[config.mk]
export PLATFORM = sky130hd
export DESIGN_NAME = pipelined_aggregator
export DESIGN_NICKNAME = d
export VERILOG_FILES = /design/src/rtl/pipelined_aggregator.sv
export SDC_FILE = /design/constraint.sdc
export NUM_CORES = 1
export LEC_CHECK = 0
export BUFFER_PORTS_ARGS = -buffer_cell sky130_fd_sc_hd__buf_2
export CORE_ASPECT_RATIO = 1.5
export CORE_MARGIN = 1.5
export CORE_UTILIZATION = 51
export DETAILED_ROUTE_END_ITERATION = 6
export GPL_ROUTABILITY_DRIVEN = 0
export PLACE_DENSITY = 0.84
export SLEW_MARGIN = 15
export SYNTH_ARGS = -nofsm -noshare
export SYNTH_HDL_FRONTEND = slang
export SYNTH_SLANG_ARGS = --single-unit
[constraint.sdc]
create_clock -name clk -period 2.9 [get_ports clk]
set_clock_uncertainty 0.2 [all_clocks]
set_input_delay 0.58 -clock clk [delete_from_list [all_inputs] [get_ports clk]]
set_output_delay 0.58 -clock clk [all_outputs]
set_load 0.01 [all_outputs]
[src/rtl/pipelined_aggregator.sv]
`default_nettype none
// ============================================================================
// Module      : pipelined_aggregator
// Description : Flow-controlled, two-stage pipelined aggregator. Accepts
//               request beats {data[15:0], id[3:0], valid} on a valid/ready
//               input, re-tags the id by ID_INC (mod 16) and fans the beat
//               into COUNT shifted leaf lanes. The lanes are reduced by XOR
//               or by modular sum, selected per beat. The result appears on
//               a valid/ready output two cycles after acceptance.
// Ports       :
//   clk        in   1      single clock, all state on posedge
//   rst        in   1      synchronous reset, active-high
//   in_valid   in   1      input beat present
//   in_ready   out  1      block can accept a beat this cycle
//   in_req     in   21     {data[15:0], id[3:0], valid}
//   in_mode    in   1      0 = XOR reduce, 1 = sum mod 2^WIDTH
//   out_valid  out  1      result beat present
//   out_ready  in   1      consumer accepts the result this cycle
//   out_data   out  WIDTH  reduced result
//   out_id     out  4      re-tagged id
//   beat_count out  CNT_W  number of accepted input beats (wrapping)
// Revision    : 1.0 - initial release
// ============================================================================
module pipelined_aggregator #(
  parameter int WIDTH       = 16,  // >= 16, data is zero-extended to WIDTH
  parameter int COUNT       = 3,   // number of leaf lanes, 1..8
  parameter int OFFSET_STEP = 2,   // lane g shifts right by g*OFFSET_STEP
  parameter int ID_INC      = 1,   // id re-tag increment, modulo 16
  parameter int CNT_W       = 16   // accepted-beat counter width
) (
  input  logic             clk,
  input  logic             rst,
  input  logic             in_valid,
  output logic             in_ready,
  input  logic [20:0]      in_req,
  input  logic             in_mode,
  output logic             out_valid,
  input  logic             out_ready,
  output logic [WIDTH-1:0] out_data,
  output logic [3:0]       out_id,
  output logic [CNT_W-1:0] beat_count
);

  localparam logic [3:0] c_ID_INC4 = 4'(ID_INC % 16);

  // --------------------------------------------------------------------------
  // Request field extraction
  // --------------------------------------------------------------------------
  logic [15:0] w_req_data;
  logic [3:0]  w_req_id;
  logic        w_req_pv;
  logic [3:0]  w_req_id_retag;

  assign w_req_data     = in_req[20:5];
  assign w_req_id       = in_req[4:1];
  assign w_req_pv       = in_req[0];
  // 4-bit add wraps naturally, giving the modulo-16 re-tag.
  assign w_req_id_retag = w_req_id + c_ID_INC4;

  // --------------------------------------------------------------------------
  // Flow control
  // --------------------------------------------------------------------------
  logic r_s1_v;
  logic r_s2_v;
  logic w_s2_adv;
  logic w_s1_adv;
  logic w_in_xfer;

  // S2 can take new content when empty or when its beat leaves this cycle.
  assign w_s2_adv  = !r_s2_v || out_ready;
  // S1 can take new content when empty or when it can hand off to S2.
  assign w_s1_adv  = !r_s1_v || w_s2_adv;
  // No skid buffer: readiness is combinational from out_ready.
  assign in_ready  = w_s1_adv;
  assign w_in_xfer = in_valid && w_s1_adv;

  // --------------------------------------------------------------------------
  // Stage S1: captured request
  // --------------------------------------------------------------------------
  logic [15:0] r_s1_data;
  logic [3:0]  r_s1_id;
  logic        r_s1_pv;
  logic        r_s1_mode;

  always_ff @(posedge clk) begin
    if (rst) begin
      r_s1_v    <= 1'b0;
      r_s1_data <= '0;
      r_s1_id   <= '0;
      r_s1_pv   <= 1'b0;
      r_s1_mode <= 1'b0;
    end else if (w_s1_adv) begin
      // When S1 advances it either loads the incoming beat or empties.
      r_s1_v <= in_valid;
      if (in_valid) begin
        r_s1_data <= w_req_data;
        r_s1_id   <= w_req_id_retag;
        r_s1_pv   <= w_req_pv;
        r_s1_mode <= in_mode;
      end
    end
  end

  // --------------------------------------------------------------------------
  // Leaf lanes and reduction (combinational between S1 and S2)
  // --------------------------------------------------------------------------
  logic [WIDTH-1:0] w_data_ext;
  logic [WIDTH-1:0] w_id_mask;
  logic [WIDTH-1:0] w_lane [COUNT];
  logic [WIDTH-1:0] w_red_xor;
  logic [WIDTH-1:0] w_red_sum;
  logic [WIDTH-1:0] w_reduced;

  assign w_data_ext = WIDTH'(r_s1_data);
  // The id only mixes into the lanes when the payload valid bit is set.
  assign w_id_mask  = r_s1_pv ? WIDTH'(r_s1_id) : '0;

  for (genvar g = 0; g < COUNT; g++) begin : g_lane
    // Shifts at or beyond WIDTH simply yield zero before the id mix.
    assign w_lane[g] = (w_data_ext >> (g * OFFSET_STEP)) ^ w_id_mask;
  end

  always_comb begin
    w_red_xor = '0;
    w_red_sum = '0;
    for (int i = 0; i < COUNT; i++) begin
      w_red_xor = w_red_xor ^ w_lane[i];
      // Sum is carried at WIDTH bits, so overflow truncates (mod 2^WIDTH).
      w_red_sum = w_red_sum + w_lane[i];
    end
  end

  assign w_reduced = r_s1_mode ? w_red_sum : w_red_xor;

  // --------------------------------------------------------------------------
  // Stage S2: output register
  // --------------------------------------------------------------------------
  logic [WIDTH-1:0] r_out_data;
  logic [3:0]       r_out_id;

  always_ff @(posedge clk) begin
    if (rst) begin
      r_s2_v     <= 1'b0;
      r_out_data <= '0;
      r_out_id   <= '0;
    end else if (w_s2_adv) begin
      r_s2_v <= r_s1_v;
      // Payload only updates with a real beat, so a drained output keeps
      // its last value rather than picking up stale S1 content.
      if (r_s1_v) begin
        r_out_data <= w_reduced;
        r_out_id   <= r_s1_id;
      end
    end
  end

  assign out_valid = r_s2_v;
  assign out_data  = r_out_data;
  assign out_id    = r_out_id;

  // --------------------------------------------------------------------------
  // Accepted-beat counter (wraps, never saturates)
  // --------------------------------------------------------------------------
  logic [CNT_W-1:0] r_beat_count;

  always_ff @(posedge clk) begin
    if (rst) begin
      r_beat_count <= '0;
    end else if (w_in_xfer) begin
      r_beat_count <= r_beat_count + CNT_W'(1);
    end
  end

  assign beat_count = r_beat_count;

endmodule
`default_nettype wire

# --- Yosys cells after proc, flatten, opt, wreduce, memory -nomap -nowiden ---
# Cells that the tools add are included.
totals:
  input_bits: 26
  register_bits: 60
  wordCells: 27
op_classes:
  mux: 2
  n_reduce_logical: 7
  n_addsub: 4
  bitwise_logic: 5
op_table:
  columns: ["cell", "n"]
  rows:
  - ["adder 16 x 1 -> 16 bit (second input constant)", 1]
  - ["adder 16 x 12 -> 16 bit", 1]
  - ["adder 16 x 14 -> 16 bit", 1]
  - ["2-to-1 mux 16 bit", 1]
  - ["bitwise XOR 16 x 12 -> 16 bit", 1]
  - ["bitwise XOR 16 x 14 -> 16 bit", 1]
  - ["bitwise XOR 16 x 4 -> 16 bit", 1]
  - ["bitwise XOR 14 x 4 -> 14 bit", 1]
  - ["bitwise XOR 12 x 4 -> 12 bit", 1]
  - ["adder 4 x 1 -> 4 bit (second input constant)", 1]
  - ["2-to-1 mux 4 bit", 1]
  - ["AND reduction 2 bit", 2]
  - ["logical NOT 1 bit", 2]
  - ["logical OR 1 bit", 2]
  - ["logical AND 1 bit", 1]

# --- Depth between registers and ports, before layout ---
# Gate-level depths: netlist (run 1).
depth:
  word_depth: 5
  mapped_depth: 12

# --- Least setup slack after synthesis (run 1) ---
# Ideal clock, no wire load.
synth_timing:
  kind: "register -> register"
  from: "reg r_s1_data[4]"
  to: "reg r_out_data[13] (netlist: out_data[13])"
  t_arrival_ns: 2.629
  path_slack_ns: -0.049
  stages_incl_launch_ff: 10
  t_required_ns: 2.580
  synth_period_minus_slack_ns: 2.949
  path_buffers: 0
  cell_sequence: "dfxtp_1 > ha_1 > ha_1 > or3_1 > ha_1 > nor2b_4 > o31ai_2 > a211oi_1 > a211o_1 > a211o_1"
synth_between:
  elab_chain_cells: 4
synth_rtl:
  columns: ["element", "line", "text"]
  rows:
  - ["start: declaration", "80", "logic [15:0] r_s1_data;"]
  - ["start signal: assignment", "96", "r_s1_data <= w_req_data;"]
  - ["bitwise XOR 14 x 4 -> 14 bit / bitwise XOR 16 x 4 -> 16 bit (equally long branches)", "120", "assign w_lane[g] = (w_data_ext >> (g * OFFSET_STEP)) ^ w_id_mask;"]
  - ["adder 16 x 14 -> 16 bit", "129", "w_red_sum = w_red_sum + w_lane[i];"]
  - ["adder 16 x 12 -> 16 bit *", "129", null]
  - ["2-to-1 mux 16 bit *", "133", "assign w_reduced = r_s1_mode ? w_red_sum : w_red_xor;"]
  - ["end signal: assignment", "151", "r_out_data <= w_reduced;"]
  - ["end: declaration", "138", "logic [WIDTH-1:0] r_out_data;"]
# Every way passes the cells marked *; elsewhere a longest branch is shown, timed or not.
# A chain may end at the register's enable or synchronous reset.

# --- Worst setup path in the final report (run 1) ---
layout_timing:
  from: "reg r_s1_id[1]"
  to: "reg r_out_data[12] (netlist: out_data[12])"
layout_between:
  elab_chain_cells: 5
layout_rtl:
  columns: ["element", "line", "text"]
  rows:
  - ["start: declaration", "81", "logic [3:0] r_s1_id;"]
  - ["start signal: assignment", "97", "r_s1_id <= w_req_id_retag;"]
  - ["2-to-1 mux 4 bit *", "116", "assign w_id_mask = r_s1_pv ? WIDTH'(r_s1_id) : '0;"]
  - ["bitwise XOR 16 x 4 -> 16 bit / bitwise XOR 14 x 4 -> 14 bit (equally long branches)", "120", null]
  - ["adder 16 x 14 -> 16 bit", "129", null]
  - ["adder 16 x 12 -> 16 bit *", "129", null]
  - ["2-to-1 mux 16 bit *", "133", null]
# Marks and branches as above.

==> flow_metrics.env, run 1 <==
export IMPL_outcome="finished clean"
export IMPL_dr_total_vias=3608
export IMPL_dp_slack_ps=-222
export IMPL_avgSynthCellArea_um2=8.31
export IMPL_pwr_share_seq_pct=41.9
export IMPL_clk_path_buf_depth=2
export IMPL_final_cell_count_no_fill=609
export IMPL_required_ps=2950
export IMPL_io_buffers=63
export IMPL_power_density_nw_per_um2=473
export IMPL_synth_net_count=507
export IMPL_via_per_inst=5.92
export IMPL_pwr_share_comb_pct=23.6
export IMPL_clkTransAtPathRegs_ps=70
export IMPL_tightest_slew_ps=632
export IMPL_cp_arrival_ps=2940
export IMPL_grt_remaining_overflow=0
export IMPL_drive_gt1_share_pct=26.7
export IMPL_diodes=0
export IMPL_layout_nets=583
export IMPL_finalMaxSlewViolations=0
export IMPL_rows=38
export IMPL_seqCellArea_um2=1210
export IMPL_grt_max_degree=45
export IMPL_multiInputGateArea_um2=2470
export IMPL_ir_drop_uv=325
export IMPL_cts_tree="built"
export IMPL_dp_hpwl_um=7030
export IMPL_ys_types=63
export IMPL_relSlewSlack_pct=57.8
export IMPL_die_h_um=108
export IMPL_numCtsBuffers=9
export IMPL_fp_coreArea_um2=7130
export IMPL_clock_latency_ps=350
export IMPL_synth_warnings=0
export IMPL_netlist_top_cells_count="72 x nand2_1, 60 x dfxtp_1, 49 x a21oi_1"
export IMPL_syn_inst=448
export IMPL_yosys_most_used_dff="dfxtp_1"
export IMPL_dr_pass1_iters=5
export IMPL_hold_viol=0
export IMPL_fin_crit_sh_pct=99.5
export IMPL_p_leak_uw=0.00197
export IMPL_fin_ws_ps=13.5
export IMPL_power_switching_uw=667
export IMPL_hold_buffers=0
export IMPL_track_usage_pct=25.7
export IMPL_crit_path_end_kind="flop"
export IMPL_htreeDepth=3
export IMPL_clock_tree_root_cell="clkbuf_8"
export IMPL_ios=64
export IMPL_syn_cell_area_um2=3720
export IMPL_path_class="flop to flop"
export IMPL_drv_cap=0
export IMPL_initial_core_util_pct=52.2
export IMPL_yosysTopAreaCell="dfxtp_1"
export IMPL_clkPwrFrac_pct=34.4
export IMPL_start_kind="flop"
export IMPL_drcViolationCount=0
export IMPL_num_fill_cells=601
export IMPL_rr_startpoint="r_s1_id[1]"
export IMPL_internal_power_uw=1480
export IMPL_power_uw=2150
export IMPL_p_sw_share_pct=31.0
export IMPL_die_x_um=72.7
export IMPL_critPathMaxFanout=4
export IMPL_fin_crit_ps=2890
export IMPL_synth_area_top_cells="dfxtp_1 32%, ha_1 8.1%, nand2_1 7.3%, a21oi_1 6.6%, fa_1 4.8%"
export IMPL_antenna_left=0
export IMPL_place_inst=591
export IMPL_synth_seq_cells=60
export IMPL_grt_pass1_wl_um=15700
export IMPL_async_reset_ff_share_pct=0
export IMPL_grt_pass1_vias=3586
export IMPL_seq_area_frac_synth_pct=32.3
export IMPL_setup_violations=0
export IMPL_drt_iter0_drc=318
export IMPL_synth_edf_count=0
export IMPL_setup_worst_path_start="r_s1_id[1]"
export IMPL_synth_most_common_cell="nand2_1"
export IMPL_wl_um=10100
export IMPL_wl_per_cell_um=16.6
export IMPL_hold_class="flop to flop"
export IMPL_synth_top_area_share_pct=32.3
export IMPL_die_area_um2=7830
export IMPL_fmax_mhz=346
export IMPL_antenna_found_initial=0
export IMPL_cts_sinks=60
export IMPL_hp_start="out_data[0]"
export IMPL_area_growth_pct=22.1
[final timing paths]
path                                endpoint  slack [ps]  cells past startpoint
worst max-delay path            out_data[12]          10                     10
worst min-delay path             out_data[0]         250                      2
worst max register to register  out_data[12]          10                     10
worst min register to register   out_data[0]         250                      2
[cells in the final DEF (no fill, tap or decap), drive strengths merged, types with 6 or more instances in the layout]
| cell type | n |
|---|---|
| buf | 88 |
| nand2 | 72 |
| dfxtp | 60 |
| a21oi | 50 |
| nor2 | 29 |
| ha | 24 |
| inv | 19 |
| xnor2 | 17 |
| xor2 | 11 |
| nand3 | 11 |
| clkbuf | 11 |
| and3 | 10 |
| o21ai | 10 |
| nor3 | 9 |
| a211oi | 9 |
| fa | 9 |
| or3 | 8 |
| o211ai | 6 |
| and2 | 6 |
[per-stage QoR]
| step | utilization [%] | cell area (um^2) | hold slack (ps) | TNS, ps |
|---|---|---|---|---|
| 6_report | 63.7 | 4540 | 250 | 0 |
| 5_1_grt | 63.7 | 4540 | 266 | -71.2 |
| 4_1_cts | 62.3 | 4440 | 242 | 0 |
| 3_5_place_dp | 58.8 | 4190 | 243 | -610 |
| 3_3_place_gp | 58.8 | 4190 | 238 | -41.9 |
| 2_1_floorplan | - | 3720 | 245 | 0 |
[final cells by class]
| type | instances | area share, % |
|---|---|---|
| Multi-Input combinational cell | 346 | 54.4 |
| Timing Repair Buffer | 88 | 11.1 |
| Tap cell | 80 | 2.20 |
| Inverter | 19 | 1.57 |
| Sequential cell | 60 | 26.7 |
| Clock inverter | 5 | 1.16 |
| Clock buffer | 11 | 2.89 |
[flip-flops by register name, indices dropped and copies added (netlist names), 4 cells and up]
signal,count
beat_count,16
out_data,16
r_s1_data,16
out_id,4
r_s1_id,4
[critical path, cell delays in order, from the launching register on]
cell and delay, ps:
dfxtp_1 380, nand2_1 110, xnor2_1 160, ha_1 200, a221o_1 290, ha_1 330
a21o_1 180, nand4_1 160, a211oi_1 400, nor4_1 100, o32ai_1 290
[cells by family (layout without fill, tap and decap cells)]
family                   after synthesis  count (layout)  synth area share [%]
AO/OA/AOI/OAI                        112             112                  19.9
XOR/XNOR                              28              28                  6.59
adder cells (fa/ha/maj)               33              33                  12.9
buffers and inverters                 42             123                  5.08
flip-flops                            60              60                  32.3
multiplexers                           3               3                 0.807
AND/OR/NAND/NOR                      170             170                  22.4
[power groups by stage]
stage | sequential [uW] | clock (uW) | combinational (uW)
CTS | 899 | 749 | 469
detailed placement | 917 | 0 | 450
global placement | 915 | 0 | 432
global route | 907 | 783 | 552
finish | 901 | 740 | 508
floorplan | 926 | 0 | 303
[repair_timing]
action / in CTS / in global routing
pin swaps: 3 / 5
resized for setup: 13 / 20
gates cloned: 0 / 0
endpoints found under the setup margin: 10 / 11
buffers inserted: 1 / 1
[metal layers]
metal  share of wire (%)  vias up  GRT usage, %  wire, um
li1                    -     1735             -         -
met3                 5.4       39          6.27       546
met4                 4.0        0          14.7       403
met2                  51      140          44.9      5140
met1                  40     1694          27.4      4000
met5                   0        -             0         0
No activity file was read; power rests on OpenSTA's default activity.
==> inputs of run 2 (changes only) <==
--- a/config.mk
+++ b/config.mk
@@ -8,10 +8,10 @@
 export BUFFER_PORTS_ARGS = -buffer_cell sky130_fd_sc_hd__buf_2
 export CORE_ASPECT_RATIO = 1.5
 export CORE_MARGIN = 1.5
-export CORE_UTILIZATION = 51
+export CORE_UTILIZATION = 34
 export DETAILED_ROUTE_END_ITERATION = 6
 export GPL_ROUTABILITY_DRIVEN = 0
-export PLACE_DENSITY = 0.84
+export PLACE_DENSITY = 0.63
 export SLEW_MARGIN = 15
 export SYNTH_ARGS = -nofsm -noshare
 export SYNTH_HDL_FRONTEND = slang
==> run 2 against run 1 <==
Against the previous run: non-clock buffer count is 6 higher; combinational power shrank 1%; clock-buffer cell count down 1; routed wire length is 4.1% lower; sequential power is essentially flat; register-to-register slack improved by 60 ps; utilization shrank 18 points; cell area is 5.4% higher; setup slack better by 61 ps; die area increased by 48%; global-route usage down 8.3 points; largest power group is now the clock network.
==> flow_metrics.env, run 2 (same netlist as run 1, synthesis figures left out) <==
export IMPL_outcome="finished clean"
export IMPL_p_leak_uw=0.00205
export IMPL_die_x_um=88.4
export IMPL_die_h_um=131
export IMPL_hold_buffers=0
export IMPL_antenna_left=0
export IMPL_seqCellArea_um2=1210
export IMPL_place_area_um2=4330
export IMPL_num_fill_cells=1076
export IMPL_grt_remaining_overflow=0
export IMPL_start_kind="flop"
export IMPL_wl_per_cell_um=14.3
export IMPL_fin_crit_sh_pct=97.4
export IMPL_clock_tree_root_cell="clkbuf_16"
export IMPL_dr_pass1_iters=4
export IMPL_grt_pass1_wl_um=15900
export IMPL_die_area_um2=11600
export IMPL_clock_latency_ps=330
export IMPL_htreeDepth=3
export IMPL_ir_drop_uv=315
export IMPL_multiInputGateArea_um2=2490
export IMPL_relSlewSlack_pct=57.9
export IMPL_tightest_slew_ps=631
export IMPL_layout_nets=589
export IMPL_grt_setup_unrepaired="yes"
export IMPL_setup_worst_path_start="r_s1_pv"
export IMPL_hold_slack_ps=244
export IMPL_io_buffers=63
export IMPL_initial_core_util_pct=35.1
export IMPL_final_common_cell="nand2_1"
export IMPL_path_class="flop to flop"
export IMPL_power_density_nw_per_um2=510
export IMPL_grt_max_degree=47
export IMPL_ios=64
export IMPL_crit_path_end_kind="flop"
export IMPL_critPathMaxFanout=5
export IMPL_hp_start="out_data[1]"
export IMPL_hold_class="flop to flop"
export IMPL_diodes=0
export IMPL_track_usage_pct=17.4
export IMPL_antenna_found_initial=0
export IMPL_rows=46
export IMPL_finalMaxSlewViolations=0
export IMPL_via_per_inst=5.10
export IMPL_drive_gt1_share_pct=28.1
export IMPL_clkTransAtPathRegs_ps=50
export IMPL_area_growth_pct=28.7
export IMPL_r2r_cells=12
export IMPL_dp_hpwl_um=7220
export IMPL_cts_tree="built"
export IMPL_grt_pass1_vias=3475
export IMPL_fin_crit_ps=2830
export IMPL_fin_area_um2=4790
export IMPL_fmax_mhz=354
export IMPL_hold_viol=0
export IMPL_crit_path_top_delay_cell="dfxtp_4"
export IMPL_wl_um=9680
export IMPL_clk_path_buf_depth=2
export IMPL_cp_cell_sequence="nand2_2 -> xnor2_2 -> ha_2 -> a311o_1 -> ha_2 -> inv_2 -> fa_2 -> nor2b_4 -> o31ai_4 -> a211oi_2 -> a211o_1 -> a211o_1"
export IMPL_dr_total_vias=3460
export IMPL_required_ps=2920
export IMPL_rr_startpoint="r_s1_pv"
export IMPL_cts_sinks=60
export IMPL_cp_arrival_ps=2850
export IMPL_numCtsBuffers=9
export IMPL_hold_path_cell_count=2
export IMPL_drv_cap=0
export IMPL_fp_coreArea_um2=10600
export IMPL_cpPeakStageDelay_ps=370
export IMPL_drt_iter0_drc=157
export IMPL_setup_violations=0
export IMPL_final_cell_mix="71 x nand2_1, 63 x buf_2, 54 x dfxtp_1"
export IMPL_drcViolationCount=0
==> run 2: timing repair <==
item,4_1_cts,5_1_grt
pin swaps,0,6
buffers inserted,0,1
endpoints found under the setup margin,4,11
gates resized for setup,2,36
gates cloned,0,0
==> run 2: worst max-delay path, delay by kind of cell, from the launching register on <==
kind | cells | cell delay, ps
buf+inv | 1 | 60
flops | 1 | 370
simple gates | 2 | 140
fa+ha+maj | 3 | 600
compound gates | 5 | 1210
xor+xnor | 1 | 150
==> run 2: report_power, final <==
part	internal (uW)	total (uW)	switching [uW]
clock network	656	1040	379
registers	866	903	36.6
logic	228	503	275
==> run 2: cell type report <==
| type | instances | share of cell area, % |
|---|---|---|
| Inverter | 19 | 1.49 |
| Clock buffer | 10 | 4.78 |
| Timing Repair Buffer | 94 | 11.5 |
| Tap cell | 144 | 3.76 |
| Sequential cell | 60 | 25.3 |
| Clock inverter | 5 | 1.12 |
| Multi-Input combinational cell | 346 | 52.0 |
==> run 2: worst paths after layout <==
| check | to | slack [ps] |
|---|---|---|
| worst max register to register | out_data[13] | 70 |
| worst min-delay path | out_data[1] | 240 |
| worst max-delay path | out_data[13] | 70 |
| worst min register to register | out_data[1] | 240 |
==> run 2: metal layers <==
metal / GRT usage [%] / up-vias / wire (um) / share of wire, %
li1: - / 1753 / - / -
met5: 0 / - / 0 / 0
met3: 5.46 / 15 / 555 / 5.7
met2: 29.9 / 82 / 5040 / 52
met4: 7.03 / 0 / 220 / 2.3
met1: 19.3 / 1610 / 3860 / 40
==> run 2: per-stage QoR <==
| stage | total power, uW | std cells | setup TNS [ps] | setup WS [ps] | util (%) |
|---|---|---|---|---|---|
| final | 2440 | 678 | 0 | 74.4 | 45.2 |
| after global routing | 2560 | 678 | -286 | -80.0 | 45.2 |
| after CTS | 2420 | 677 | 0 | 3.45 | 43.6 |
| after detailed placement | 1380 | 662 | -114 | -81.9 | 40.8 |
| after global placement | 1370 | 662 | 0 | 0.0566 | 40.8 |
| after floorplan | 1230 | 448 | 0 | 5.20 | - |
